`config.mk`:
```
export PLATFORM = sky130hd
export DESIGN_NAME = pushbutton_conditioner_flat
export DESIGN_NICKNAME = d
export VERILOG_FILES = /design/src/rtl/pushbutton_conditioner_pkg.sv /design/src/rtl/pushbutton_conditioner_if.sv /design/src/rtl/pushbutton_conditioner_debounce.sv /design/src/rtl/pushbutton_conditioner.sv /design/src/flat_wrapper.sv
export SDC_FILE = /design/constraint.sdc
export NUM_CORES = 1
export LEC_CHECK = 0
export CORE_ASPECT_RATIO = 1.4
export CORE_MARGIN = 2
export CORE_UTILIZATION = 29
export CTS_CLUSTER_DIAMETER = 100
export DETAILED_ROUTE_END_ITERATION = 6
export GPL_ROUTABILITY_DRIVEN = 0
export HOLD_SLACK_MARGIN = 0.02
export PLACE_DENSITY_LB_ADDON = 0.08
export SETUP_SLACK_MARGIN = 0.02
export SLEW_MARGIN = 40
export SYNTH_ARGS = -nofsm -noshare
export SYNTH_HDL_FRONTEND = slang
export SYNTH_SLANG_ARGS = --single-unit
```
`constraint.sdc`:
```
create_clock -name clk -period 2.3 [get_ports clk]
set_input_delay 0.46 -clock clk [delete_from_list [all_inputs] [get_ports clk]]
set_output_delay 0.46 -clock clk [all_outputs]
set_load 0.005 [all_outputs]
```
`src/rtl/pushbutton_conditioner_pkg.sv`:
```
// Shared constants for the pushbutton conditioner: channel count, debounce defaults
// and a ceil-log2 helper used to size the debounce counter.
package pb_pkg;

  function automatic int clog2(input int value);
    int result;
    result = 0;
    while ((1 << result) < value) result++;
    return result;
  endfunction

  localparam int NUM_BTN         = 4;
  localparam int DEBOUNCE_CYCLES = 16;
  // Smallest width with 2**CNT_W > DEBOUNCE_CYCLES (5 for the default of 16).
  localparam int CNT_W           = clog2(DEBOUNCE_CYCLES + 1);

endpackage

```
`src/rtl/pushbutton_conditioner_if.sv`:
```
// Button bus between the raw pads / core read strobe and the conditioned outputs
// that feed the core pushbuttons port.
import pb_pkg::*;

interface pushbutton_conditioner_if #(
  parameter int NUM_BTN = pb_pkg::NUM_BTN
);
  logic [NUM_BTN-1:0] btn_raw;
  logic               rd_strobe;
  logic [NUM_BTN-1:0] btn_level;
  logic [NUM_BTN-1:0] press_pulse;
  logic [NUM_BTN-1:0] btn_out;

  modport master (
    output btn_raw, rd_strobe,
    input  btn_level, press_pulse, btn_out
  );

  modport slave (
    input  btn_raw, rd_strobe,
    output btn_level, press_pulse, btn_out
  );
endinterface

```
`src/rtl/pushbutton_conditioner_debounce.sv`:
```
// One button channel: two-FF synchroniser, stability counter, debounced level
// and a registered press pulse coincident with the level rising.
import pb_pkg::*;

module pb_debounce_chan #(
  parameter int DEBOUNCE_CYCLES = pb_pkg::DEBOUNCE_CYCLES,
  parameter int CNT_W           = pb_pkg::CNT_W
) (
  input  logic clk,
  input  logic reset,
  input  logic raw,
  output logic level,
  output logic pulse
);

  localparam logic [CNT_W-1:0] CNT_LAST = CNT_W'(DEBOUNCE_CYCLES - 1);

  logic             sync_p0;
  logic             sync_p1;
  logic [CNT_W-1:0] cnt;

  // Everything clears on reset so an in-flight debounce is abandoned without a pulse.
  always_ff @(posedge clk or posedge reset) begin
    if (reset) begin
      sync_p0 <= 1'b0;
      sync_p1 <= 1'b0;
      cnt     <= '0;
      level   <= 1'b0;
      pulse   <= 1'b0;
    end else begin
      sync_p0 <= raw;
      sync_p1 <= sync_p0;
      pulse   <= 1'b0;
      if (sync_p1 == level) begin
        cnt <= '0;
      end else if (cnt == CNT_LAST) begin
        level <= sync_p1;
        pulse <= sync_p1;
        cnt   <= '0;
      end else begin
        cnt <= cnt + 1'b1;
      end
    end
  end

endmodule

```
`src/rtl/pushbutton_conditioner.sv`:
```
// Conditions the board pushbuttons for the core IN instruction.
// Define PB_STICKY_EN to latch each press until the core reads it (rd_strobe).
import pb_pkg::*;

module pushbutton_conditioner #(
  parameter int NUM_BTN         = pb_pkg::NUM_BTN,
  parameter int DEBOUNCE_CYCLES = pb_pkg::DEBOUNCE_CYCLES,
  parameter int CNT_W           = pb_pkg::CNT_W
) (
  input  logic                     clk,
  input  logic                     reset,
  pushbutton_conditioner_if.slave  bus
);

  for (genvar i = 0; i < NUM_BTN; i++) begin : g_chan
    pb_debounce_chan #(
      .DEBOUNCE_CYCLES (DEBOUNCE_CYCLES),
      .CNT_W           (CNT_W)
    ) u_chan (
      .clk   (clk),
      .reset (reset),
      .raw   (bus.btn_raw[i]),
      .level (bus.btn_level[i]),
      .pulse (bus.press_pulse[i])
    );
  end

`ifdef PB_STICKY_EN
  logic [NUM_BTN-1:0] sticky;

  // A press landing on the same edge as the read survives so it is not lost.
  always_ff @(posedge clk or posedge reset) begin
    if (reset) begin
      sticky <= '0;
    end else begin
      sticky <= (sticky & ~{NUM_BTN{bus.rd_strobe}}) | bus.press_pulse;
    end
  end

  assign bus.btn_out = sticky;
`else
  logic unused_rd_strobe;
  assign unused_rd_strobe = bus.rd_strobe;
  assign bus.btn_out      = bus.btn_level;
`endif

endmodule

```
`src/flat_wrapper.sv`:
```
// flat-port wrapper written by rule: the top's interface ports become plain ports
module pushbutton_conditioner_flat 
#(
  parameter int NUM_BTN         = pb_pkg::NUM_BTN,
  parameter int DEBOUNCE_CYCLES = pb_pkg::DEBOUNCE_CYCLES,
  parameter int CNT_W           = pb_pkg::CNT_W
)
  (clk, reset, bus_btn_raw, bus_rd_strobe, bus_btn_level, bus_press_pulse, bus_btn_out);
  pushbutton_conditioner_if #(.NUM_BTN(NUM_BTN)) bus_i ();
  input  logic clk;
  input  logic reset;
  input wire logic [$bits(bus_i.btn_raw)-1:0] bus_btn_raw;
  input wire logic [$bits(bus_i.rd_strobe)-1:0] bus_rd_strobe;
  output wire logic [$bits(bus_i.btn_level)-1:0] bus_btn_level;
  output wire logic [$bits(bus_i.press_pulse)-1:0] bus_press_pulse;
  output wire logic [$bits(bus_i.btn_out)-1:0] bus_btn_out;
  assign bus_i.btn_raw = bus_btn_raw;
  assign bus_i.rd_strobe = bus_rd_strobe;
  assign bus_btn_level = bus_i.btn_level;
  assign bus_press_pulse = bus_i.press_pulse;
  assign bus_btn_out = bus_i.btn_out;
  pushbutton_conditioner #(.NUM_BTN(NUM_BTN), .DEBOUNCE_CYCLES(DEBOUNCE_CYCLES), .CNT_W(CNT_W)) u_core (.clk(clk), .reset(reset), .bus(bus_i));
endmodule
```
==> results of run 1 <==
[routing by layer]
layer	track usage (%)	share of wire [%]
met5	0	0
met4	4.642	1.8
met3	3.690	4.9
met2	14.58	50
met1	9.895	43
[area by class of cell]
type,count,area share [%]
multi-input cells,63,27.47
flip-flops and latches,36,52.59
inverters,4,0.8766
clock buffers,5,4.018
well taps,64,4.675
repair buffers,18,10.37
[placed cells by master, fill, tap and decap left out, types with 2 or more instances in the layout]
cell type                         netlist  final
sky130_fd_sc_hd__clkdlybuf4s50_1        0     17
sky130_fd_sc_hd__nand2_1                2      2
sky130_fd_sc_hd__inv_1                  4      4
sky130_fd_sc_hd__clkbuf_8               0      5
sky130_fd_sc_hd__xnor2_1                2      2
sky130_fd_sc_hd__and3_1                 2      2
sky130_fd_sc_hd__ha_1                   4      4
sky130_fd_sc_hd__nor4b_2                2      2
sky130_fd_sc_hd__nor4b_1                2      2
sky130_fd_sc_hd__dfrtp_1               36     36
sky130_fd_sc_hd__nand2b_1               2      2
sky130_fd_sc_hd__o21ai_1                2      2
sky130_fd_sc_hd__nor2_1                13     13
sky130_fd_sc_hd__xor2_1                 9      9
sky130_fd_sc_hd__nand3_1                4      4
sky130_fd_sc_hd__mux2_1                 3      3
sky130_fd_sc_hd__nand3_2                4      4
sky130_fd_sc_hd__and2_1                 2      2
[cells by family after synthesis]
family	share of synthesized area [%]
and+or+nand+nor	17.20
muxes	3.051
buffers and inverters	7.119
adders and majority gates	3.390
DFF	61.02
AOI/OAI and AO/OA	1.695
xor gates and xnor gates	6.526
[power groups by stage]
| stage | combinational [mW] | sequential (mW) | clock [mW] |
|---|---|---|---|
| final | 0.0644 | 0.678 | 0.390 |
| after global placement | 0.0644 | 0.688 | 0 |
| after CTS | 0.0670 | 0.677 | 0.417 |
| after detailed placement | 0.0667 | 0.689 | 0 |
| after global routing | 0.0752 | 0.681 | 0.448 |
| after floorplan | 0.0462 | 0.685 | 0 |
[state kept, by name, summed over array words and instances (netlist names)]
signal / cells
u_core.g_chan.u_chan.sync_p0: 4
u_core.g_chan.u_chan.sync_p1: 4
u_core.g_chan.u_chan.cnt: 20
u_core.g_chan.u_chan.pulse: 4
u_core.g_chan.u_chan.level: 4
[worst paths after layout]
check | start | to | depth (start not counted)
setup reg to reg | u_core.g_chan[3].u_chan.cnt[0] | u_core.g_chan[3].u_chan.level | 4
min in group asynchronous | reset | u_core.g_chan[0].u_chan.cnt[2] | 3
max in group asynchronous | reset | u_core.g_chan[1].u_chan.cnt[4] | 3
hold / removal | u_core.g_chan[1].u_chan.sync_p0 | u_core.g_chan[1].u_chan.sync_p1 | 0
setup / recovery | u_core.g_chan[3].u_chan.level | bus_btn_out[3] | 1
hold reg to reg | u_core.g_chan[1].u_chan.sync_p0 | u_core.g_chan[1].u_chan.sync_p1 | 0
[metrics by stage]
step / total power [mW] / utilization, % / cells / setup slack (ns) / cell area (sq um)
4_1_cts: 1.162 / 35.10 / 190 / 0.5602 / 1713
5_1_grt: 1.204 / 35.10 / 190 / 0.5049 / 1713
6_report: 1.132 / 35.10 / 190 / 0.5936 / 1713
3_3_place_gp: 0.7525 / 33.69 / 185 / 0.8829 / 1644
2_1_floorplan: 0.7311 / - / 115 / 1.036 / 1476
3_5_place_dp: 0.7557 / 33.69 / 185 / 0.8731 / 1644
==> parameters.txt, run 1 <==
Parameter                              Value

CTS
  Num Clock Sinks    36
  CTS H-tree depth    2
  Clock tree from TritonCTS    built
  Max Buffers Root-to-Sink    2
  Worst-Skew Late Latency    0.28 ns
  Clock tree root buffer cell    sky130_fd_sc_hd__clkbuf_8
  Cts hold-fix bufs    0
  CTS clk-pin slew, worst paths    about 0.070 ns
  Number of CTS-inserted buffers    5
  Post-CTS Resized    0
  Post-CTS Setup Inserts    0

Routing
  Sum of routed wire length over all layers    around 2200 microns
  Count of nets left with antenna violations after detail routing    0
  Wire length per cell after detailed routing    approximately 11 microns
  DR vias/cell    ~4.3
  Detailed-routing iteration count for the pre-antenna-repair pass    4
  Number of vias after detailed routing    808
  Initial DRC count    15
  DRC viols    0

Logic synthesis
  Most frequent cell after synthesis    sky130_fd_sc_hd__dfrtp_1
  Mean post-synth cell area    ~13 sq um
  Cells after Synth    around 120
  Proportion of netlist area held by the largest area contributor    a little over 60%
  Synth cell count leaders    sky130_fd_sc_hd__dfrtp_1 (36), sky130_fd_sc_hd__nor2_1 (13), sky130_fd_sc_hd__buf_4 (12)
  Post-Syn Nets    126
  Post-synthesis cell type count    27
  Warnings from Yosys    0
  Async set-or-reset flop fraction in the synthesized netlist    100.0%
  #FFs+latches synth    36
  Post-synth top flop    sky130_fd_sc_hd__dfrtp_1
  Number of enable flip-flop cells after synthesis    0
  Area contributors post-synth    sky130_fd_sc_hd__dfrtp_1 (61%), sky130_fd_sc_hd__buf_4 (6.1%), sky130_fd_sc_hd__xor2_1 (5.3%), sky130_fd_sc_hd__ha_1 (3.4%), sky130_fd_sc_hd__nor2_1 (3.3%)
  Cell taking the most area after synthesis    sky130_fd_sc_hd__dfrtp_1
  Summed instance area of the synthesized netlist    ~1500 sq um
  Sequential-to-total area share from yosys stat    61.02%

Finish
  Ant diodes    0
  Relative area change from synthesis to final layout    16.02%
  Area taken by multi-input logic gates    470.5 sq um
  Number of filler instances in the final layout    ~490
  Number of nets in the final layout    approximately 140
  Sequential cell area in the final layout    between 900 and 1000 sq um
  Share of cells above drive strength 1    roughly 14%

Power
  Maximum ir drop on the vdd rail    around 0.21 mV
  Leakage power total    roughly 0.8 nW
  Part of the total power dissipated in sequential elements    about three fifths
  Total power divided by cell area    around 660 nW/um^2
  Internal power consumption    0.8839 mW
  Net switching fraction of the power    21.93%
  Power spent charging and discharging nets    around 0.25 mW
  Part of the total power dissipated in combinational logic    around 5.7%
  Clock power share    34.5%

Status
  Run status    finished, final reports clean

Critical path
  Cell family with the largest share of critical-path delay    buffers and inverters
  Critical Path AT    around 1.3 ns
  Crit path largest cell delay    ~0.53 ns
  Worst path slowest cell    sky130_fd_sc_hd__clkdlybuf4s50_1
  Startpoint Class    flop
  Sequence of cells on the critical path    clkdlybuf4s50_1
  Endpoint class of the critical path    output port
  Maximum fanout encountered on the critical timing path    5
  Buffering stage count on the worst path with inverters included    1
  Type of the worst setup path    reg -> out
  WP data required    between 1.5 and 2 ns
  Reg2Reg Setup Slack    roughly 0.97 ns

Timing
  Max-slew violation total from the final report    0
  Unrepaired setup endpoints after global routing    false
  Final setup violation count    0
  Transition time at the pin with the least slew margin    ~0.45 ns
  Final worst clock skew    between 0.005 and 0.006 ns
  Fin Hold WS    around 0.35 ns
  Post-Route Setup TNS    0 ns
  Fraction of the cycle the final worst path needs    between 70% and 80%
  Slew margin rel.    a little over two thirds
  Final number of hold-violating endpoints    0
  Clock period minus worst slack    roughly 1.7 ns
  Max Freq    about 600 MHz

Global route
  GRT Util Overall    8.882%
  Number of global-route vias before repair    about 820
  First-pass GRT wire length    around 3800 microns
  Pin count of the biggest net entering global routing    37
  Aggregate global routing overflow    0
  Initial antenna violation count    0

Die
  Effective utilization at floorplan    between 30% and 40%
  Core outline area    between 4000 and 5000 sq um
  Full die area    5686 sq um
  # IOs    19
  Die Y    88.43 microns
  FP Rows    30
  Die extent in x    ~64 microns

Min path
  HP Class    reg -> reg

Flow run
  Maximum Capacitance Violations    0

Placed design
  Port Buffer Count    17
  Post-detail-place hpwl    1461 microns
(Power assumes the default switching activity.)
==> inputs of run 2 (changes only) <==
- clock period: 2.3 -> 1.56 ns (I/O delays scaled with it)
==> run 2 against run 1 <==
Effect of this change: clock skew is 0.0033 ns higher; non-clock buffer count is 4 higher; utilization is 1.1 points higher; sequential power is 47% higher; via count is 2.2% higher; cell count is 3.2% higher; hold slack better by 0.00074 ns; register-to-register slack worse by 0.77 ns; worst setup slack worse by 0.52 ns; wire length is 0.60% lower; first-iteration DRC count is 6.7% lower; critical endpoint unchanged; largest cell class unchanged.
==> parameters.txt, run 2 (synthesized netlist as in run 1, its figures left out) <==
Parameter                              Value

Critical path
  Launching point of the worst reg2reg path    u_core.g_chan[3].u_chan.cnt[0]
  Origin of the worst setup path    u_core.g_chan[3].u_chan.level
  Critical Path AT    1.17 ns (-0.08 ns)
  Cell family with the largest share of critical-path delay    buffers and inverters
  Critical path depth in cells    1 (unchanged)
  Worst path slowest cell    sky130_fd_sc_hd__clkdlybuf4s50_1
  Crit path largest cell delay    0.51 ns (-0.02 ns)
  Maximum fanout encountered on the critical timing path    4 (-1)
  Buffering stage count on the worst path with inverters included    1 (unchanged)
  Endpoint class of the critical path    output port
  Reg2Reg Setup Slack    0.20 ns (-0.77 ns)
  WP data required    1.25 ns (-0.59 ns)
  Startpoint Class    flop
  Critical path destination    bus_btn_out[3]
  Type of the worst setup path    reg -> out
  Reg2Reg Capture Point    u_core.g_chan[3].u_chan.level
  Depth of the worst register-to-register path    4 (unchanged)
  Sequence of cells on the critical path    clkdlybuf4s50_1

Finish
  Leading cell type in the layout, fill and taps excluded    sky130_fd_sc_hd__dfrtp_1
  Register bank with the most flops    u_core.g_chan.u_chan.cnt
  Relative area change from synthesis to final layout    19.58%
  Commonest cells after routing, fill and taps aside    sky130_fd_sc_hd__dfrtp_1 (35), sky130_fd_sc_hd__clkdlybuf4s50_1 (17), sky130_fd_sc_hd__nor2_1 (13)
  Number of filler instances in the final layout    493 (+0.41%)
  Area taken by multi-input logic gates    470.5 sq um (unchanged)
  Share of cells above drive strength 1    18.18% (+3.9 points)
  Sequential cell area in the final layout    902.1 sq um (+0.14%)
  Number of nets in the final layout    143 (+2.9%)
  Ant diodes    0 (unchanged)
  Max FFs per register    20 (unchanged)

Power
  Leakage power total    0.8322 nW (+3.7%)
  Maximum ir drop on the vdd rail    0.5400 mV (+160%)
  Total power divided by cell area    970.5 nW/um^2 (+47%)

CTS
  CTS clk-pin slew, worst paths    0.06 ns (about the same)
  Num Clock Sinks    36 (unchanged)
  Number of CTS-inserted buffers    5 (unchanged)
  CTS H-tree depth    2 (unchanged)
  Clock tree from TritonCTS    built
  Max Buffers Root-to-Sink    2 (unchanged)
  Clock tree root buffer cell    sky130_fd_sc_hd__clkbuf_8
  Worst-Skew Late Latency    0.28 ns (about the same)

Die
  Effective utilization at floorplan    30.26% (unchanged)
  Die extent in x    64.31 microns (unchanged)
  Die Y    88.43 microns (unchanged)
  # IOs    19 (unchanged)
  Core outline area    4880 sq um (unchanged)
  Full die area    5686 sq um (unchanged)
  FP Rows    30 (unchanged)

Timing
  Slew margin rel.    70.04% (+0.10 points)
  Unrepaired setup endpoints after global routing    false
  Final setup violation count    0 (unchanged)
  Transition time at the pin with the least slew margin    0.4461 ns (-0.001555 ns)
  Final worst clock skew    0.008480 ns (+0.003310 ns)
  Max-slew violation total from the final report    0 (unchanged)
  Fraction of the cycle the final worst path needs    94.99%
  Clock period minus worst slack    1.482 ns
  Fin Hold WS    0.3484 ns (+0.0007450 ns)
  Post-Route Setup TNS    0 ns (unchanged)
  Final number of hold-violating endpoints    0 (unchanged)
  Max Freq    674.8 MHz

Global route
  Pin count of the biggest net entering global routing    37 (unchanged)
  First-pass GRT wire length    3891 microns (+2.9%)
  Number of global-route vias before repair    881 (+7.0%)
  Initial antenna violation count    0 (unchanged)
  GRT Util Overall    9.118% (+0.24 points)
  Aggregate global routing overflow    0 (unchanged)

Routing
  Wire length per cell after detailed routing    10.92 microns (-3.6%)
  Number of vias after detailed routing    826 (+2.2%)
  Detailed-routing iteration count for the pre-antenna-repair pass    3 (-1)
  Initial DRC count    14 (-1)
  DR vias/cell    4.214 (-0.90%)
  DRC viols    0 (unchanged)
  Count of nets left with antenna violations after detail routing    0 (unchanged)
  Sum of routed wire length over all layers    2141 microns (-0.60%)

Placed design
  Post-detail-place hpwl    1488 microns (+1.8%)
  Port Buffer Count    17 (unchanged)

Flow run
  Maximum Capacitance Violations    0 (unchanged)

Min path
  HP Class    reg -> reg
  Hold path startpoint    u_core.g_chan[3].u_chan.sync_p0

Status
  Run status    finished, final reports clean
run 2: cell count changes in the layout (fill, tap and decap cells not counted):
cell,before,now
sky130_fd_sc_hd__buf_4,1,4
sky130_fd_sc_hd__buf_12,0,1
sky130_fd_sc_hd__clkbuf_1,0,1
sky130_fd_sc_hd__clkinv_2,0,1
sky130_fd_sc_hd__dfrtp_1,36,35
sky130_fd_sc_hd__dfrtp_2,0,1
run 2: worst min-delay path by stage:
| stage | to | slack [ns] | cells after the start |
|---|---|---|---|
| 2_1_floorplan | u_core.g_chan[0].u_chan.sync_p1 | 0.33 | 0 |
| 3_3_place_gp | u_core.g_chan[0].u_chan.sync_p1 | 0.33 | 0 |
| 3_5_place_dp | u_core.g_chan[3].u_chan.sync_p1 | 0.33 | 0 |
| 4_1_cts | u_core.g_chan[3].u_chan.sync_p1 | 0.35 | 0 |
| 5_1_grt | u_core.g_chan[3].u_chan.sync_p1 | 0.36 | 0 |
| 6_report | u_core.g_chan[3].u_chan.sync_p1 | 0.35 | 0 |
run 2: repair_timing:
| item | CTS | global route |
|---|---|---|
| buffers inserted | 3 | 1 |
| endpoints found under the setup margin | 7 | 2 |
| endpoints found under the hold margin | 0 | 0 |
| gates resized for setup | 1 | 0 |
| hold buffers | 0 | 0 |
run 2: layout make-up:
type / count / area share (%)
Sequential cell: 36 / 51.10
Multi-Input combinational cell: 63 / 26.65
Timing Repair Buffer: 22 / 12.47
Tap cell: 64 / 4.536
Clock buffer: 6 / 4.111
Inverter: 4 / 0.8505
Clock inverter: 1 / 0.2835
run 2: through the flow:
step	power [mW]	cell area, sq um	util (%)	std cells	setup WS, ns
3_3_place_gp	1.114	1657	33.95	185	0.2516
3_5_place_dp	1.119	1657	33.95	185	0.2169
4_1_cts	1.746	1758	36.03	195	0.02158
6_report	1.713	1765	36.18	196	0.07819
2_1_floorplan	1.078	1476	-	115	0.3229
5_1_grt	1.811	1765	36.18	196	0.03187
run 2: power by group:
part | internal (mW) | total, mW | switching [mW]
Sequential | 0.970 | 0.998 | 0.0275
Combinational | 0.0489 | 0.0992 | 0.0503
Clock | 0.304 | 0.616 | 0.313
Total | 1.32 | 1.71 | 0.391
run 2: layer usage:
metal	vias to the layer above	track usage, %	wire length, microns
met2	16	16.57	1150
met5	-	0	0
met1	406	9.142	835
met3	6	2.926	95
met4	0	5.222	61
li1	398	-	-
==> inputs of run 3 (changes only) <==
- CORE_MARGIN: 2 -> default
==> run 3 against run 2 <==
Effect of this change: sequential power about the same; utilization up 0.36 points; first-iteration DRC count down 7.1%; flip-flop and latch count unchanged; final area up 0.99%; clock power up 13%; maximum frequency up 0.43%; combinational power about the same; highest routed layer unchanged.
==> parameters.txt, run 3 (synthesized netlist as in run 1, its figures left out) <==
Parameter                              Value

Critical path
  Type of the worst setup path    reg -> out
  Launching point of the worst reg2reg path    u_core.g_chan[3].u_chan.cnt[0]
  Critical path destination    bus_btn_out[3]
  Endpoint class of the critical path    output port
  Cell family with the largest share of critical-path delay    buffers and inverters
  Reg2Reg Capture Point    u_core.g_chan[3].u_chan.level
  Startpoint Class    flop
  Origin of the worst setup path    u_core.g_chan[3].u_chan.level
  Crit path largest cell delay    0.51 ns (about the same)
  WP data required    1.25 ns (about the same)
  Critical path depth in cells    1 (unchanged)
  Buffering stage count on the worst path with inverters included    1 (unchanged)
  Worst path slowest cell    sky130_fd_sc_hd__clkdlybuf4s50_1
  Critical Path AT    1.16 ns (about the same)
  Sequence of cells on the critical path    clkdlybuf4s50_1
  Maximum fanout encountered on the critical timing path    3 (-1)
  Reg2Reg Setup Slack    0.21 ns (about the same)
  Depth of the worst register-to-register path    4 (unchanged)

Finish
  Register bank with the most flops    u_core.g_chan.u_chan.cnt
  Share of the core filled with cells in the final layout    36.54% (+0.36 points)
  Final cell count without fillers    196 (unchanged)
  Share of cells above drive strength 1    18.18% (unchanged)
  Ant diodes    0 (unchanged)
  Number of nets in the final layout    143 (unchanged)
  Relative area change from synthesis to final layout    20.76%
  Number of filler instances in the final layout    499 (+1.2%)
  Commonest cells after routing, fill and taps aside    sky130_fd_sc_hd__dfrtp_1 (36), sky130_fd_sc_hd__clkdlybuf4s50_1 (17), sky130_fd_sc_hd__nor2_1 (13)
  Leading cell type in the layout, fill and taps excluded    sky130_fd_sc_hd__dfrtp_1
  Max FFs per register    20 (unchanged)

Die
  Die Y    86.43 microns (-2.3%)
  Full die area    5385 sq um (-5.3%)
  Effective utilization at floorplan    30.26% (unchanged)
  Core outline area    4880 sq um (unchanged)
  Die extent in x    62.31 microns (-3.1%)
  # IOs    19 (unchanged)
  FP Rows    30 (unchanged)

Routing
  Sum of routed wire length over all layers    2074 microns (-3.1%)
  Number of vias after detailed routing    829 (+0.36%)
  Count of nets left with antenna violations after detail routing    0 (unchanged)
  Wire length per cell after detailed routing    10.58 microns (-3.1%)
  Initial DRC count    13 (-1)
  DRC viols    0 (unchanged)
  DR vias/cell    4.230 (+0.36%)
  Detailed-routing iteration count for the pre-antenna-repair pass    2 (-1)

Timing
  Slew margin rel.    72.58% (+2.5 points)
  Final setup violation count    0 (unchanged)
  Max-slew violation total from the final report    0 (unchanged)
  Worst setup slack after layout    0.08456 ns (+0.006374 ns)
  Fraction of the cycle the final worst path needs    94.58% (-0.41 points)
  Post-Route Setup TNS    0 ns (unchanged)
  Transition time at the pin with the least slew margin    0.4084 ns (-0.03771 ns)
  Max Freq    677.8 MHz (+0.43%)
  Final worst clock skew    0.002816 ns (-0.005664 ns)
  Unrepaired setup endpoints after global routing    false
  Final number of hold-violating endpoints    0 (unchanged)
  Clock period minus worst slack    1.475 ns (-0.006374 ns)

Placed design
  Post-placement cell count    185 (unchanged)
  Post-detail-place hpwl    1417 microns (-4.8%)
  Setup slack at placement    0.2107 ns (-0.006190 ns)
  Port Buffer Count    17 (unchanged)

CTS
  Worst-Skew Late Latency    0.28 ns (about the same)
  Clock tree from TritonCTS    built
  Clock tree root buffer cell    sky130_fd_sc_hd__clkbuf_8
  CTS H-tree depth    2 (unchanged)
  Max Buffers Root-to-Sink    2 (unchanged)
  CTS clk-pin slew, worst paths    0.07 ns (about the same)
  Number of CTS-inserted buffers    5 (unchanged)
  Post-CTS Setup Inserts    4 (+1)
  Post-CTS Resized    0 (-1)
  Num Clock Sinks    36 (unchanged)
  Cts hold-fix bufs    0 (unchanged)

Global route
  Initial antenna violation count    0 (unchanged)
  GRT Util Overall    9.703% (+0.59 points)
  First-pass GRT wire length    3960 microns (+1.8%)
  Pin count of the biggest net entering global routing    37 (unchanged)
  Number of global-route vias before repair    916 (+4.0%)
  Aggregate global routing overflow    0 (unchanged)

Power
  Leakage power total    0.8431 nW (+1.3%)
  Maximum ir drop on the vdd rail    0.4431 mV (-18%)
  Net switching fraction of the power    21.15% (-1.7 points)
  Internal power consumption    1.412 mW (+6.8%)
  Part of the total power dissipated in sequential elements    55.7% (-2.5 points)
  Power spent charging and discharging nets    0.3788 mW (-3.0%)
  Clock power share    38.7% (+2.7 points)
  Part of the total power dissipated in combinational logic    5.5% (-0.3 points)
  Total power divided by cell area    1005 nW/um^2 (+3.5%)

Flow run
  Maximum Capacitance Violations    0 (unchanged)

Min path
  HP Class    reg -> reg

Status
  Run status    finished, final reports clean
==> run 3: cell count changes in the layout (fill, tap and decap cells not counted), sizes merged <==
cell	change
clkbuf	+1
clkinv	-1
==> run 3: layout make-up <==
cell class                      count  area (sq um)  area share [%]
Tap cell                           64         80.08           4.491
Multi-Input combinational cell     63         470.5           26.39
Timing Repair Buffer               22         220.2           12.35
Clock buffer                        7         96.34           5.404
Sequential cell                    36         900.9           50.53
Inverter                            4         15.01          0.8421
==> run 3: how the worst min path moves through the flow <==
| stage | start | end | slack, ns | cells after the start |
|---|---|---|---|---|
| floorplan | u_core.g_chan[0].u_chan.sync_p0 | u_core.g_chan[0].u_chan.sync_p1 | 0.33 | 0 |
| global placement | u_core.g_chan[2].u_chan.sync_p0 | u_core.g_chan[2].u_chan.sync_p1 | 0.33 | 0 |
| detailed placement | u_core.g_chan[3].u_chan.sync_p0 | u_core.g_chan[3].u_chan.sync_p1 | 0.34 | 0 |
| CTS | u_core.g_chan[2].u_chan.sync_p0 | u_core.g_chan[2].u_chan.sync_p1 | 0.36 | 0 |
| global route | u_core.g_chan[2].u_chan.sync_p0 | u_core.g_chan[2].u_chan.sync_p1 | 0.36 | 0 |
| finish | u_core.g_chan[0].u_chan.sync_p0 | u_core.g_chan[0].u_chan.sync_p1 | 0.35 | 0 |
==> run 3: power groups by stage <==
stage | logic [mW] | registers [mW] | clock network, mW
floorplan | 0.0681 | 1.01 | 0
global placement | 0.0992 | 1.01 | 0
detailed placement | 0.102 | 1.02 | 0
CTS | 0.103 | 0.998 | 0.734
global route | 0.117 | 1.00 | 0.769
finish | 0.0990 | 0.998 | 0.694
==> run 3: layer usage <==
metal  GRT usage, %  share of wire (%)  vias to the layer above
li1               -                  -                      400
met1          9.607                 41                      405
met2          17.08                 52                       19
met3          3.553                4.1                        5
met4          6.342                3.0                        0
met5              0                  0                        -
==> run 3: through the flow <==
| step | power (mW) | area (sq um) | hold slack [ns] |
|---|---|---|---|
| finish | 1.791 | 1783 | 0.3511 |
| CTS | 1.836 | 1783 | 0.3551 |
| floorplan | 1.078 | 1476 | 0.3312 |
| detailed placement | 1.118 | 1657 | 0.3386 |
| global route | 1.890 | 1783 | 0.3582 |
| global placement | 1.114 | 1657 | 0.3322 |
